## src/rtl/mvu_dma_pkg.sv

```systemverilog
// Shared types for the MVU DMA descriptor scheduler: descriptor layout, FSM
// encoding and DMA core status bit positions.
package mvu_dma_pkg;

  typedef struct packed {
    logic [31:0] src;
    logic [31:0] dst;
    logic [15:0] size;
    logic        role;
    logic        irq;
  } desc_t;

  localparam int DESC_W = $bits(desc_t);

  typedef enum logic [1:0] {
    S_IDLE      = 2'd0,
    S_ISSUE     = 2'd1,
    S_WAIT_BUSY = 2'd2,
    S_WAIT_DONE = 2'd3
  } state_t;

  localparam int STAT_BUSY = 0;
  localparam int STAT_ERR  = 1;

endpackage

```

## src/rtl/mvu_dma_desc_fifo.sv

```systemverilog
// Descriptor FIFO: DEPTH entries (power of 2), synchronous push/pop, flush
// empties the queue in one cycle and overrides any push or pop.
module mvu_dma_desc_fifo
  import mvu_dma_pkg::*;
#(
  parameter int DEPTH = 4
) (
  input  logic                     clk,
  input  logic                     rst_n,
  input  logic                     i_push,
  input  logic                     i_pop,
  input  logic                     i_flush,
  input  desc_t                    i_data,
  output desc_t                    o_head,
  output logic                     o_full,
  output logic                     o_empty,
  output logic [$clog2(DEPTH):0]   o_level
);

  localparam int AW = $clog2(DEPTH);
  localparam int LW = AW + 1;

  desc_t           r_mem [DEPTH];
  logic [AW-1:0]   r_wr_ptr;
  logic [AW-1:0]   r_rd_ptr;
  logic [LW-1:0]   r_level;
  logic            w_do_push;
  logic            w_do_pop;

  assign o_full    = (r_level == LW'(DEPTH));
  assign o_empty   = (r_level == '0);
  assign o_level   = r_level;
  assign o_head    = r_mem[r_rd_ptr];
  assign w_do_push = i_push & ~o_full & ~i_flush;
  assign w_do_pop  = i_pop & ~o_empty & ~i_flush;

  always_ff @(posedge clk) begin
    if (w_do_push) begin
      r_mem[r_wr_ptr] <= i_data;
    end
  end

  always_ff @(posedge clk or negedge rst_n) begin
    if (!rst_n) begin
      r_wr_ptr <= '0;
      r_rd_ptr <= '0;
      r_level  <= '0;
    end else if (i_flush) begin
      r_wr_ptr <= '0;
      r_rd_ptr <= '0;
      r_level  <= '0;
    end else begin
      if (w_do_push) r_wr_ptr <= r_wr_ptr + AW'(1);
      if (w_do_pop)  r_rd_ptr <= r_rd_ptr + AW'(1);
      case ({w_do_push, w_do_pop})
        2'b10:   r_level <= r_level + LW'(1);
        2'b01:   r_level <= r_level - LW'(1);
        default: r_level <= r_level;
      endcase
    end
  end

endmodule

```

## src/rtl/mvu_dma_sched.sv

```systemverilog
// Descriptor queue + sequencer driving the MVU DMA core one transfer at a time.
// Optional watchdog per transfer: define MVU_DMA_SCHED_TIMEOUT_EN.
module mvu_dma_sched
  import mvu_dma_pkg::*;
#(
  parameter int          DEPTH          = 4,
  parameter int          CNT_W          = 16,
  parameter int unsigned TIMEOUT_CYCLES = 65535
) (
  input  logic                    clk,
  input  logic                    rst_n,
  input  logic                    enable_i,
  input  logic                    flush_i,
  input  logic                    desc_valid_i,
  output logic                    desc_ready_o,
  input  logic [31:0]             desc_src_i,
  input  logic [31:0]             desc_dst_i,
  input  logic [15:0]             desc_size_i,
  input  logic                    desc_role_i,
  input  logic                    desc_irq_i,
  output logic [31:0]             dma_source_addr_o,
  output logic [31:0]             dma_dest_addr_o,
  output logic [15:0]             dma_transfer_size_o,
  output logic                    dma_transfer_role_o,
  output logic                    dma_start_o,
  input  logic [31:0]             dma_status_i,
  output logic                    irq_o,
  input  logic                    irq_clr_i,
  output logic                    err_o,
  output logic                    busy_o,
  output logic [$clog2(DEPTH):0]  level_o,
  output logic [CNT_W-1:0]        done_cnt_o
);

  desc_t      w_in_desc;
  desc_t      w_head;
  logic       w_full;
  logic       w_empty;
  logic       w_push;
  logic       w_pop;
  logic       w_flush;
  logic       w_err_flush;
  logic       w_load;
  logic       w_done;
  logic       w_irq_set;
  logic       w_err_set;
  logic       w_timeout;
  logic       w_unused;

  state_t     r_state;
  state_t     w_state_next;
  logic [31:0] r_src;
  logic [31:0] r_dst;
  logic [15:0] r_size;
  logic        r_role;
  logic        r_cur_irq;
  logic        r_irq;
  logic        r_err;
  logic [CNT_W-1:0] r_done_cnt;

  assign w_unused  = ^dma_status_i[31:2];
  assign w_in_desc = '{src: desc_src_i, dst: desc_dst_i, size: desc_size_i,
                       role: desc_role_i, irq: desc_irq_i};

  // Internal error flush also drops ready so a handshake is never silently lost.
  assign w_flush      = flush_i | w_err_flush;
  assign desc_ready_o = ~w_full & ~w_flush;
  assign w_push       = desc_valid_i & desc_ready_o;
  assign w_pop        = (r_state == S_IDLE) & enable_i & ~w_empty & ~flush_i;

  mvu_dma_desc_fifo #(
    .DEPTH (DEPTH)
  ) u_fifo (
    .clk     (clk),
    .rst_n   (rst_n),
    .i_push  (w_push),
    .i_pop   (w_pop),
    .i_flush (w_flush),
    .i_data  (w_in_desc),
    .o_head  (w_head),
    .o_full  (w_full),
    .o_empty (w_empty),
    .o_level (level_o)
  );

`ifdef MVU_DMA_SCHED_TIMEOUT_EN
  localparam int TO_W = $clog2(TIMEOUT_CYCLES + 1);
  logic [TO_W-1:0] r_to_cnt;

  assign w_timeout = (r_to_cnt == TO_W'(TIMEOUT_CYCLES - 1));

  always_ff @(posedge clk or negedge rst_n) begin
    if (!rst_n) begin
      r_to_cnt <= '0;
    end else if (r_state == S_ISSUE) begin
      r_to_cnt <= '0;
    end else if ((r_state == S_WAIT_BUSY) || (r_state == S_WAIT_DONE)) begin
      r_to_cnt <= r_to_cnt + TO_W'(1);
    end
  end
`else
  logic [31:0] w_unused_to;
  assign w_unused_to = TIMEOUT_CYCLES;
  assign w_timeout   = 1'b0;
`endif

  always_comb begin
    w_state_next = r_state;
    w_load       = 1'b0;
    w_done       = 1'b0;
    w_irq_set    = 1'b0;
    w_err_set    = 1'b0;
    w_err_flush  = 1'b0;
    case (r_state)
      S_IDLE: begin
        if (w_pop) begin
          // Zero-size entries complete in place without touching the core.
          if (w_head.size == '0) begin
            w_done    = 1'b1;
            w_irq_set = w_head.irq;
          end else begin
            w_load       = 1'b1;
            w_state_next = S_ISSUE;
          end
        end
      end
      S_ISSUE: w_state_next = S_WAIT_BUSY;
      S_WAIT_BUSY: begin
        if (w_timeout) begin
          w_state_next = S_IDLE;
          w_err_set    = 1'b1;
          w_irq_set    = 1'b1;
          w_err_flush  = 1'b1;
        end else if (dma_status_i[STAT_BUSY]) begin
          w_state_next = S_WAIT_DONE;
        end
      end
      S_WAIT_DONE: begin
        if (!dma_status_i[STAT_BUSY]) begin
          w_state_next = S_IDLE;
          w_done       = 1'b1;
          if (dma_status_i[STAT_ERR]) begin
            w_err_set   = 1'b1;
            w_irq_set   = 1'b1;
            w_err_flush = 1'b1;
          end else begin
            w_irq_set = r_cur_irq;
          end
        end else if (w_timeout) begin
          w_state_next = S_IDLE;
          w_err_set    = 1'b1;
          w_irq_set    = 1'b1;
          w_err_flush  = 1'b1;
        end
      end
      default: w_state_next = S_IDLE;
    endcase
  end

  always_ff @(posedge clk or negedge rst_n) begin
    if (!rst_n) begin
      r_state <= S_IDLE;
    end else begin
      r_state <= w_state_next;
    end
  end

  always_ff @(posedge clk or negedge rst_n) begin
    if (!rst_n) begin
      r_src     <= '0;
      r_dst     <= '0;
      r_size    <= '0;
      r_role    <= 1'b0;
      r_cur_irq <= 1'b0;
    end else if (w_load) begin
      r_src     <= w_head.src;
      r_dst     <= w_head.dst;
      r_size    <= w_head.size;
      r_role    <= w_head.role;
      r_cur_irq <= w_head.irq;
    end
  end

  // Sticky flags: a set condition beats a simultaneous clear.
  always_ff @(posedge clk or negedge rst_n) begin
    if (!rst_n) begin
      r_irq      <= 1'b0;
      r_err      <= 1'b0;
      r_done_cnt <= '0;
    end else begin
      if (w_irq_set)      r_irq <= 1'b1;
      else if (irq_clr_i) r_irq <= 1'b0;
      if (w_err_set)      r_err <= 1'b1;
      else if (irq_clr_i) r_err <= 1'b0;
      if (w_done)         r_done_cnt <= r_done_cnt + CNT_W'(1);
    end
  end

  assign dma_source_addr_o   = r_src;
  assign dma_dest_addr_o     = r_dst;
  assign dma_transfer_size_o = r_size;
  assign dma_transfer_role_o = r_role;
  assign dma_start_o         = (r_state == S_ISSUE);
  assign irq_o               = r_irq;
  assign err_o               = r_err;
  assign busy_o              = (r_state != S_IDLE) | ~w_empty;
  assign done_cnt_o          = r_done_cnt;

endmodule

```

## config.mk

```make
export PLATFORM = sky130hd
export DESIGN_NAME = mvu_dma_sched
export DESIGN_NICKNAME = d
export VERILOG_FILES = /design/src/rtl/mvu_dma_pkg.sv /design/src/rtl/mvu_dma_desc_fifo.sv /design/src/rtl/mvu_dma_sched.sv
export SDC_FILE = /design/constraint.sdc
export NUM_CORES = 1
export LEC_CHECK = 0
export ABC_AREA = 1
export BUFFER_PORTS_ARGS = -buffer_cell sky130_fd_sc_hd__buf_4
export CAP_MARGIN = 20
export CORE_ASPECT_RATIO = 0.8
export CORE_MARGIN = 2
export CORE_UTILIZATION = 60
export CTS_BUF_LIST = sky130_fd_sc_hd__clkbuf_4
export CTS_CLUSTER_DIAMETER = 200
export DETAILED_ROUTE_END_ITERATION = 10
export PLACE_DENSITY_LB_ADDON = 0.1
export SYNTH_ARGS = -nofsm -noshare
export SYNTH_HDL_FRONTEND = slang
export SYNTH_SLANG_ARGS = --single-unit
export TNS_END_PERCENT = 1
```

## constraint.sdc

```tcl
create_clock -name clk -period 7.3 [get_ports clk]
set_input_delay 1.46 -clock clk [delete_from_list [all_inputs] [get_ports clk]]
set_output_delay 1.46 -clock clk [all_outputs]
set_load 0.005 [all_outputs]
```

==> metrics, run 1 <==
Iter 0 DRT Violations between 600 and 700; CTS tree done; via density per instance around 5.3; Overall Global Routing Usage 24.8%; Critical Path AT around 4.5 ns; Syn Std Cell Area between 15000 and 20000 um2; Max Cap Viol 0; R2R Path Start u_fifo.r_rd_ptr[0]; final worst path period share between 50% and 60%; Root Driver clkbuf_4; Seq/Total Area, Yosys around 74%; IO Count around 230; adder-cell area share of the yosys netlist less than 1%; Port-buffer cells 194; clk_lat worst skew 0.73 ns; initial antenna violation count 1; post-synthesis xor/xnor area fraction less than 1%; endpoint class of the critical path register; compound-cell area share of the yosys netlist under 10%; Clock Path Buffers 3; post-CTS setup buffers 0; Final min period between 3 and 4 ns; Leakage around 8.3 nW; fin. max-slew vios 0; Net Count, Synth around 1500; Hold Path End irq_o; drt pass-1 iters 7; critical path class register to register; vias in the first global route ~11000; routed via count about 11000; Detail Route Antenna Nets 0; cell row count 55; Fmax achieved ~0.25 GHz; first-pass GRT wire length roughly 57000 um; Design Power a little over 6 mW; Distinct cells, synth 29; Yosys warnings 0; Slew Limit Headroom roughly a third; CTS buffer count about 100; Cells after Synth roughly 1400; Die W 192 um; Routed WL roughly 36000 um; Clk pin slew, worst setup/hold paths 0.06 ns; H-tree depth 3; setup slack, reg-to-reg between 3 and 4 ns; drt drc 0; die height 154 um; hold depth 2; PD cells a little over 300 nW/um2; total core area 28000 um2; Initial Util between 60% and 70%; endpoints failing setup 0; clock skew 0.0435 ns; Fin. Hold Viols 0; maximum vdd drop around 0.21 mV; grt total ovfl 0; Setup Total Neg Slack 0 ns; CTS Hold Bufs 0; die area between 20000 and 30000 um2; pin count of the biggest net entering global routing about 140; unrepaired setup endpoints after global routing false; largest family of logic cells by synthesized area simple AND/OR/NAND/NOR gates; HP Class register to register; post-DP HPWL between 20000 and 25000 um; Routed wire per std cell between 15 and 20 um; Worst R2R Path Depth 10; post-CTS sizing 0; Mean Syn Cell Area about 12 um2; min-delay src irq_o; Syn-to-layout area delta 18.4%; Worst-Margin Slew just under 1 ns; Seq cells post-synth 437; Post-layout nets between 1500 and 2000; total clock sinks around 440; simple-gate share of the synthesized area 10.9%; outcome complete, no violations; worst reg2reg endpoint dma_source_addr_o[5]; layout cell share with drive strength beyond 1 a little under a quarter; mux cell area share after synthesis 0%; startpoint types register; CP required ~8 ns; CP Max Fanout about 140; GPL Wtd Cong roughly 0.8
==> layer usage <==
metal / share of wire (%) / GRT usage, %
met5: 0 / 0
met4: 2.1 / 9.89
met3: 7.1 / 6.13
met2: 47 / 39.1
met1: 44 / 33.6
==> power breakdown <==
part	internal, mW	switching [mW]	total [mW]
Clock	1.05	0.909	1.96
Sequential	3.01	0.196	3.21
Combinational	0.502	0.541	1.04
==> flip-flops by register name, summed over array words and instances (netlist names) <==
register / count
dma_source_addr_o: 32
dma_transfer_role_o: 1
irq_o: 1
u_fifo.r_mem: 328
u_fifo.r_wr_ptr: 2
dma_dest_addr_o: 32
dma_transfer_size_o: 16
err_o: 1
r_state: 2
u_fifo.o_level: 3
done_cnt_o: 16
r_cur_irq: 1
u_fifo.r_rd_ptr: 2
==> cell families (layout without fill, tap and decap cells) <==
kind of cell	Yosys count	in the layout
and+or+nand+nor	465	465
AOI/OAI and AO/OA	289	289
xor gates and xnor gates	16	16
DFF	437	437
buffers and inverters	168	495
adders and majority gates	12	12
other	0	1
==> worst max path at each step <==
stage,cells past startpoint,end,startpoint,slack [ns]
after floorplan,6,u_fifo.r_mem[0][0],dma_status_i[0],1.22
final,10,dma_source_addr_o[5],u_fifo.r_rd_ptr[0],3.34
after CTS,10,dma_source_addr_o[1],u_fifo.r_rd_ptr[0],3.40
after global placement,9,u_fifo.r_mem[0][44],dma_status_i[0],3.07
after global routing,10,dma_source_addr_o[5],u_fifo.r_rd_ptr[0],2.95
after detailed placement,9,u_fifo.r_mem[0][44],dma_status_i[0],3.01
==> metrics by stage <==
step / hold slack, ns / instances / util, % / setup WS, ns / cell area (um2)
finish: 0.483 / 2085 / 71.7 / 3.34 / 20100
floorplan: 0.448 / 1387 / - / 1.22 / 17000
CTS: 0.490 / 2084 / 71.7 / 3.40 / 20100
detailed placement: 0.474 / 1890 / 66.7 / 3.01 / 18700
global route: 0.503 / 2085 / 71.7 / 2.95 / 20100
global placement: 0.464 / 1890 / 66.7 / 3.07 / 18700
==> cells in the final DEF, fill, tap and decap left out, drive strengths merged <==
cell	netlist	routed
nand4	3	3
nor3	4	4
nor3b	1	1
clkinv	1	29
clkbuf	41	163
buf	34	208
ha	11	11
o21ai	218	218
fa	1	1
diode	0	1
inv	92	93
dfrtp	109	109
clkinvlp	0	1
nor2	152	152
or2	1	1
edfxtp	328	328
nor4	1	1
xor2	15	15
nand2	243	243
a21oi	5	5
xnor2	1	1
o22ai	65	65
a32oi	1	1
bufinv	0	1
nand3	60	60
==> cell usage after synthesis <==
master | number | area, um2
edfxtp_1 | 328 | 9850
nand2_1 | 241 | 905
o21ai_0 | 168 | 841
nor2_1 | 151 | 567
dfrtp_1 | 109 | 2730
inv_1 | 90 | 338
o22ai_1 | 65 | 407
nand3_1 | 60 | 300
o21ai_1 | 50 | 250
clkbuf_1 | 41 | 154
buf_2 | 21 | 105
xor2_1 | 15 | 131
ha_1 | 11 | 138
buf_4 | 7 | 52.6
a21oi_1 | 5 | 25.0
buf_1 | 4 | 15.0
nor3_1 | 4 | 20.0
nand4_1 | 3 | 18.8
buf_6 | 2 | 22.5
inv_2 | 2 | 7.51
nand2_2 | 2 | 12.5
a32oi_1 | 1 | 8.76
clkinv_1 | 1 | 3.75
fa_1 | 1 | 20.0
nor2_2 | 1 | 6.26
nor3b_1 | 1 | 7.51
nor4_1 | 1 | 6.26
or2_2 | 1 | 6.26
xnor2_1 | 1 | 8.76
==> layout make-up <==
class,instances,area (um2)
Sequential cell,437,12600
Tap cell,370,463
Timing Repair Buffer,208,1570
Multi-Input combinational cell,782,3720
Antenna cell,1,2.50
Clock buffer,163,1220
Clock inverter,31,154
Fill cell,1994,7940
Inverter,93,352
==> worst max-delay path: stages, from the launching register on <==
cell,delay [ns]
dfrtp_4,1.05
inv_4,0.54
nand2_1,0.17
nand3_1,0.08
nand2_1,0.19
nand2_1,0.07
nor2_1,0.08
nand2_1,0.16
o21ai_4,0.61
buf_12,0.53
o21ai_0,0.18
(Power assumes the default switching activity.)
==> run 2, diff against run 1 <==
--- a/config.mk
+++ b/config.mk
@@ -10,7 +10,7 @@
 export CAP_MARGIN = 20
 export CORE_ASPECT_RATIO = 0.8
 export CORE_MARGIN = 2
-export CORE_UTILIZATION = 60
+export CORE_UTILIZATION = 54
 export CTS_BUF_LIST = sky130_fd_sc_hd__clkbuf_4
 export CTS_CLUSTER_DIAMETER = 200
 export DETAILED_ROUTE_END_ITERATION = 10
==> constraint.sdc (replaced) <==
create_clock -name clk -period 3.6 [get_ports clk]
set_input_delay 0.72 -clock clk [delete_from_list [all_inputs] [get_ports clk]]
set_output_delay 0.72 -clock clk [all_outputs]
set_load 0.005 [all_outputs]
==> run 2 against run 1 <==
Net effect:
- fmax grew 31%
- cell count grew 3.1%
- global-route usage shrank 2.6 points
- sequential share of layout area shrank 1.0 points
- setup slack lost 2.8 ns
- combinational power grew 110%
- critical endpoint unchanged
- highest routed layer unchanged
==> metrics, run 2 (synthesized netlist as in run 1, its figures left out) <==
IO Count 225 (unchanged); Clk pin slew, worst setup/hold paths 0.07 ns (about the same); routed via count 10918 (-1.4%); Post-layout nets 1771 (+0.74%); final worst path period share 83.9% (+30 points); endpoint class of the critical path register; Slew Limit Headroom 40.8% (+6.8 points); Critical Path AT 3.60 ns (-0.92 ns); Clock Path Buffers 3 (unchanged); Overall Global Routing Usage 22.2% (-2.6 points); cells along the critical path inv_4 -> nand2_1 -> nand3_1 -> nand2_1 -> nand2_1 -> nor2_1 -> nand2_1 -> o21ai_4 -> buf_12 -> o21ai_0; first-pass GRT wire length 56500 um (-0.80%); Leakage 8.47 nW (+1.6%); grt total ovfl 0 (unchanged); CP Max Fanout 75 (-46%); clk_lat worst skew 0.74 ns (about the same); Port-buffer cells 194 (unchanged); PD cells 631 nW/um2 (+100%); Die W 202 um (+5.3%); CTS buffer count 104 (unchanged); pin count of the biggest net entering global routing 86 (-38%); via density per instance 5.08 (-4.4%); CP required 4.18 ns (-3.68 ns); worst reg2reg endpoint dma_source_addr_o[5]; GPL Wtd Cong 0.788 (-4.2%); outcome complete, no violations; fin. max-slew vios 0 (unchanged); Most common cell on crit path nand2_1; drt pass-1 iters 5 (-2); clock skew 0.0336 ns (-0.00991 ns); H-tree depth 3 (unchanged); setup slack, reg-to-reg 0.58 ns (-2.76 ns); Critical Path Start u_fifo.r_rd_ptr[0]; endpoints failing setup 0 (unchanged); post-CTS sizing 0 (unchanged); die area 32800 um2 (+11%); slowest CP cell dfrtp_4; Routed wire per std cell 16.8 um (-2.0%); Syn-to-layout area delta 20.4%; Setup Total Neg Slack 0 ns (unchanged); Routed WL 36100 um (+1.0%); Fin. Hold Viols 0 (unchanged); Final min period 3.02 ns (-0.941 ns); max reg flops 328 (unchanged); Iter 0 DRT Violations 678 (-2.7%); Initial Util 54.3% (-6.2 points); Worst-Margin Slew 0.888 ns (-0.102 ns); commonest cells after routing, fill and taps aside edfxtp_1 (328), nand2_1 (241), buf_4 (212); CTS Hold Bufs 0 (unchanged); hold slack 0.0991 ns (-0.384 ns); maximum vdd drop 0.448 mV (+110%); Layout fillers 2487 (+25%); largest stage delay on the critical path 0.75 ns (-0.30 ns); cell row count 58 (+5.5%); drt drc 0 (unchanged); startpoint types register; critical path class register to register; post-DP HPWL 20300 um (+1.6%); post-CTS setup buffers 0 (unchanged); total clock sinks 437 (unchanged); initial antenna violation count 3 (+2); vias in the first global route 10515 (-5.8%); crit path to dma_source_addr_o[5]; Root Driver clkbuf_4; Detail Route Antenna Nets 0 (unchanged); die height 162 um (+5.3%); Worst R2R Path Depth 10 (unchanged); Biggest register u_fifo.r_mem; total core area 31200 um2 (+11%); layout cell share with drive strength beyond 1 23.6% (+0.81 points); most common cell after layout, fill and taps aside edfxtp_1; Max Cap Viol 0 (unchanged); unrepaired setup endpoints after global routing false; CTS tree done; Fmax achieved 0.331 GHz (+31%); R2R Path Start u_fifo.r_rd_ptr[0]; HP Class input port to asynchronous set/reset pin
-- run 2: cell types whose count changed in the layout (fill, tap and decap cells not counted), sizes merged --
cell	previous run	this run
buf	208	221
bufinv	1	4
clkinv	29	26
diode	1	3
-- run 2: worst min path at each step --
stage / from / end / slack (ns)
after global routing: rst_n / dma_dest_addr_o[7] / 0.09
after CTS: rst_n / dma_dest_addr_o[10] / 0.07
after global placement: err_o / err_o / 0.47
final: rst_n / dma_dest_addr_o[10] / 0.1
after detailed placement: dma_dest_addr_o[24] / dma_dest_addr_o[24] / 0.47
after floorplan: rst_n / dma_dest_addr_o[0] / 0.42
-- run 2: critical path, delay by kind of cell (launching register included) --
family                 cells  cell delay (ns)
buffers and inverters      2             0.64
AO/OA/AOI/OAI              2             0.68
flip-flops                 1             0.75
AND/OR/NAND/NOR            6             0.73
-- run 2: report_power, final --
group	total [mW]	leakage (nW)	switching, mW	internal (mW)
combinational	2.16	3.24	1.10	1.05
clock	4.24	0.860	1.90	2.35
sequential	6.48	4.37	0.379	6.10
-- run 2: per-layer routing --
layer,vias to the layer above,GRT usage [%],part of all wire [%]
met5,-,0,0
met4,0,8.46,2.0
met2,254,34.4,46
met3,56,5.38,5.3
li1,5418,-,-
met1,5190,31.0,46
-- run 2: area by class of cell --
type	instances	area (um2)	area share [%]
well taps	420	526	2.57
clock inverters	31	229	1.12
clock buffers	163	1220	5.99
flip-flops and latches	437	12600	61.6
diodes	3	7.51	0.0368
inverters	93	353	1.73
multi-input cells	782	3720	18.2
repair buffers	221	1770	8.68
-- run 2: per-stage QoR --
stage	cells	util, %	instance area (um2)	total power [mW]	worst slack (ns)
2_1_floorplan	1387	-	17000	7.50	-0.404
4_1_cts	2147	65.4	20400	13.0	0.535
3_5_place_dp	1953	60.7	19000	8.76	0.592
3_3_place_gp	1953	60.7	19000	8.71	0.625
6_report	2150	65.4	20400	12.9	0.580
5_1_grt	2148	65.4	20400	13.6	0.313
==> run 3, diff against run 2 <==
==> constraint.sdc (replaced) <==
create_clock -name clk -period 2.7 [get_ports clk]
set_input_delay 0.54 -clock clk [delete_from_list [all_inputs] [get_ports clk]]
set_output_delay 0.54 -clock clk [all_outputs]
set_load 0.005 [all_outputs]
==> run 3 against run 2 <==
Net effect:
- wire length grew 1.8%
- sequential share of layout area shrank 2.9 points
- power grew 34%
- critical endpoint is now desc_ready_o
==> metrics, run 3 (synthesized netlist as in run 1, its figures left out) <==
outcome complete, no violations; CP Max Fanout 6 (-92%); Design Power 17.3 mW (+34%); Fin. Hold Viols 0 (unchanged); P_int 12.8 mW (+34%); Layout fillers 2361 (-5.1%); grt total ovfl 0 (unchanged); endpoint class of the critical path output pin; Syn-to-layout area delta 26.3%; layout cell share with drive strength beyond 1 23.2% (-0.34 points); startpoint types register; Gate power share 17.6% (+0.9 points); Detail Route Antenna Nets 0 (unchanged); Die W 202 um (unchanged); PD cells 808 nW/um2 (+28%); Initial Util 54.3% (unchanged); CTS tree done; post-CTS setup buffers 0 (unchanged); Final min period approximately 2.5 ns; die height 162 um (unchanged); clk_lat worst skew 0.75 ns (about the same); CP required 2.16 ns (-2.02 ns); most common cell after layout, fill and taps aside edfxtp_1; unrepaired setup endpoints after global routing false; clock skew 0.0464 ns (+0.0128 ns); Routed WL 36800 um (+1.8%); via density per instance 5.12 (+0.82%); Flop pwr share 50.0% (-0.3 points); commonest cells after routing, fill and taps aside edfxtp_1 (328), nand2_1 (239), buf_4 (211); total core area 31200 um2 (unchanged); Biggest register u_fifo.r_mem; first-pass GRT wire length 59100 um (+4.6%); endpoints failing setup 0 (unchanged); routed via count 11473 (+5.1%); GPL Wtd Cong 0.795 (+0.94%); Fmax achieved roughly 0.4 GHz; max reg flops 328 (unchanged); post-DP HPWL 21700 um (+6.5%); Root Driver clkbuf_4; Clock Path Buffers 3 (unchanged); Max Cap Viol 0 (unchanged); Clk pin slew, worst setup/hold paths 0.07 ns (about the same); cell row count 58 (unchanged); vias in the first global route 11180 (+6.3%); drt drc 0 (unchanged); initial antenna violation count 3 (unchanged); switching pwr 4.53 mW (+34%); H-tree depth 3 (unchanged); total clock sinks 437 (unchanged); maximum vdd drop 0.492 mV (+10%); Worst-Margin Slew 0.811 ns (-0.0776 ns); CTS buffer count 104 (unchanged); die area 32800 um2 (unchanged); Overall Global Routing Usage 22.8% (+0.62 points); Leakage 8.89 nW (+5.0%); clock share of power 32.3% (-0.7 points); Slew Limit Headroom 45.9% (+5.2 points); final worst path period share a little over nine tenths; drt pass-1 iters 5 (unchanged); setup slack, reg-to-reg 0.28 ns (-0.30 ns); Setup Total Neg Slack 0 ns (unchanged); Iter 0 DRT Violations 755 (+11%); pin count of the biggest net entering global routing 77 (-10%); Switching Share 26.2% (-0.041 points); Port-buffer cells 194 (unchanged); pre-CTS setup slack 0.206 ns (-0.386 ns); Critical Path AT 2.00 ns (-1.60 ns); Setup WS post-layout 0.165 ns (-0.416 ns); IO Count 225 (unchanged); critical path class register to output pin; fin. max-slew vios 0 (unchanged); Routed wire per std cell 16.4 um (-2.3%); Post-layout nets 1862 (+5.1%); HP Class input port to register
[run 3: worst paths after layout]
check,start,endpoint,depth (start not counted)
max in group asynchronous,rst_n,dma_dest_addr_o[24],3
worst min-delay path,desc_valid_i,u_fifo.r_wr_ptr[1],3
worst max register to register,u_fifo.r_rd_ptr[0],dma_source_addr_o[22],10
min in group asynchronous,rst_n,dma_transfer_size_o[12],2
worst min register to register,dma_transfer_size_o[5],dma_transfer_size_o[5],2
worst max-delay path,r_state[1],desc_ready_o,7
[run 3: layout make-up]
class	count	area, um2	share of cell area, %
tap	420	526	2.45
inverter	93	354	1.65
multi-input combinational	782	3750	17.5
clock inverter	24	174	0.812
clock buffer	169	1270	5.92
timing repair buffer	312	2760	12.9
sequential	437	12600	58.7
antenna	4	10.0	0.0467
[run 3: timing repair]
| action | 4_1_cts | 5_1_grt |
|---|---|---|
| gates resized for setup | 0 | 3 |
| hold buffers | 83 | 0 |
| setup endpoints to repair | 0 | 27 |
| hold endpoints to repair | 360 | 0 |
[run 3: critical path, cell delays in order, from the launching register on]
cell,delay [ns]
dfrtp_1,0.42
ha_2,0.20
inv_2,0.05
nor2_2,0.04
nand2_1,0.10
nand2_2,0.13
a21oi_4,0.20
buf_4,0.15
[run 3: power by group through the flow]
stage	Combinational [mW]	Sequential (mW)	Clock, mW
2_1_floorplan	1.29	8.72	0
3_3_place_gp	2.91	8.76	0
3_5_place_dp	2.97	8.78	0
4_1_cts	3.08	8.66	5.75
5_1_grt	3.42	8.76	6.12
6_report	3.05	8.66	5.59
[run 3: stage by stage]
stage	cells	util (%)	cell area, um2	hold slack, ns
floorplan	1387	-	17000	0.244
global placement	1961	61.3	19100	0.465
detailed placement	1961	61.3	19100	0.475
CTS	2237	68.6	21400	0.0180
global route	2239	68.6	21400	0.0210
finish	2241	68.6	21400	0.0854
[run 3: layer usage]
layer  part of all wire [%]  track usage, %  up-vias  wire length, um
li1                       -               -     5613                -
met1                     46            32.3     5493            17000
met2                     47            35.9      313            17300
met3                    5.3            4.90       54             1960
met4                    1.6            7.43        0              580
met5                      0               0        -                0
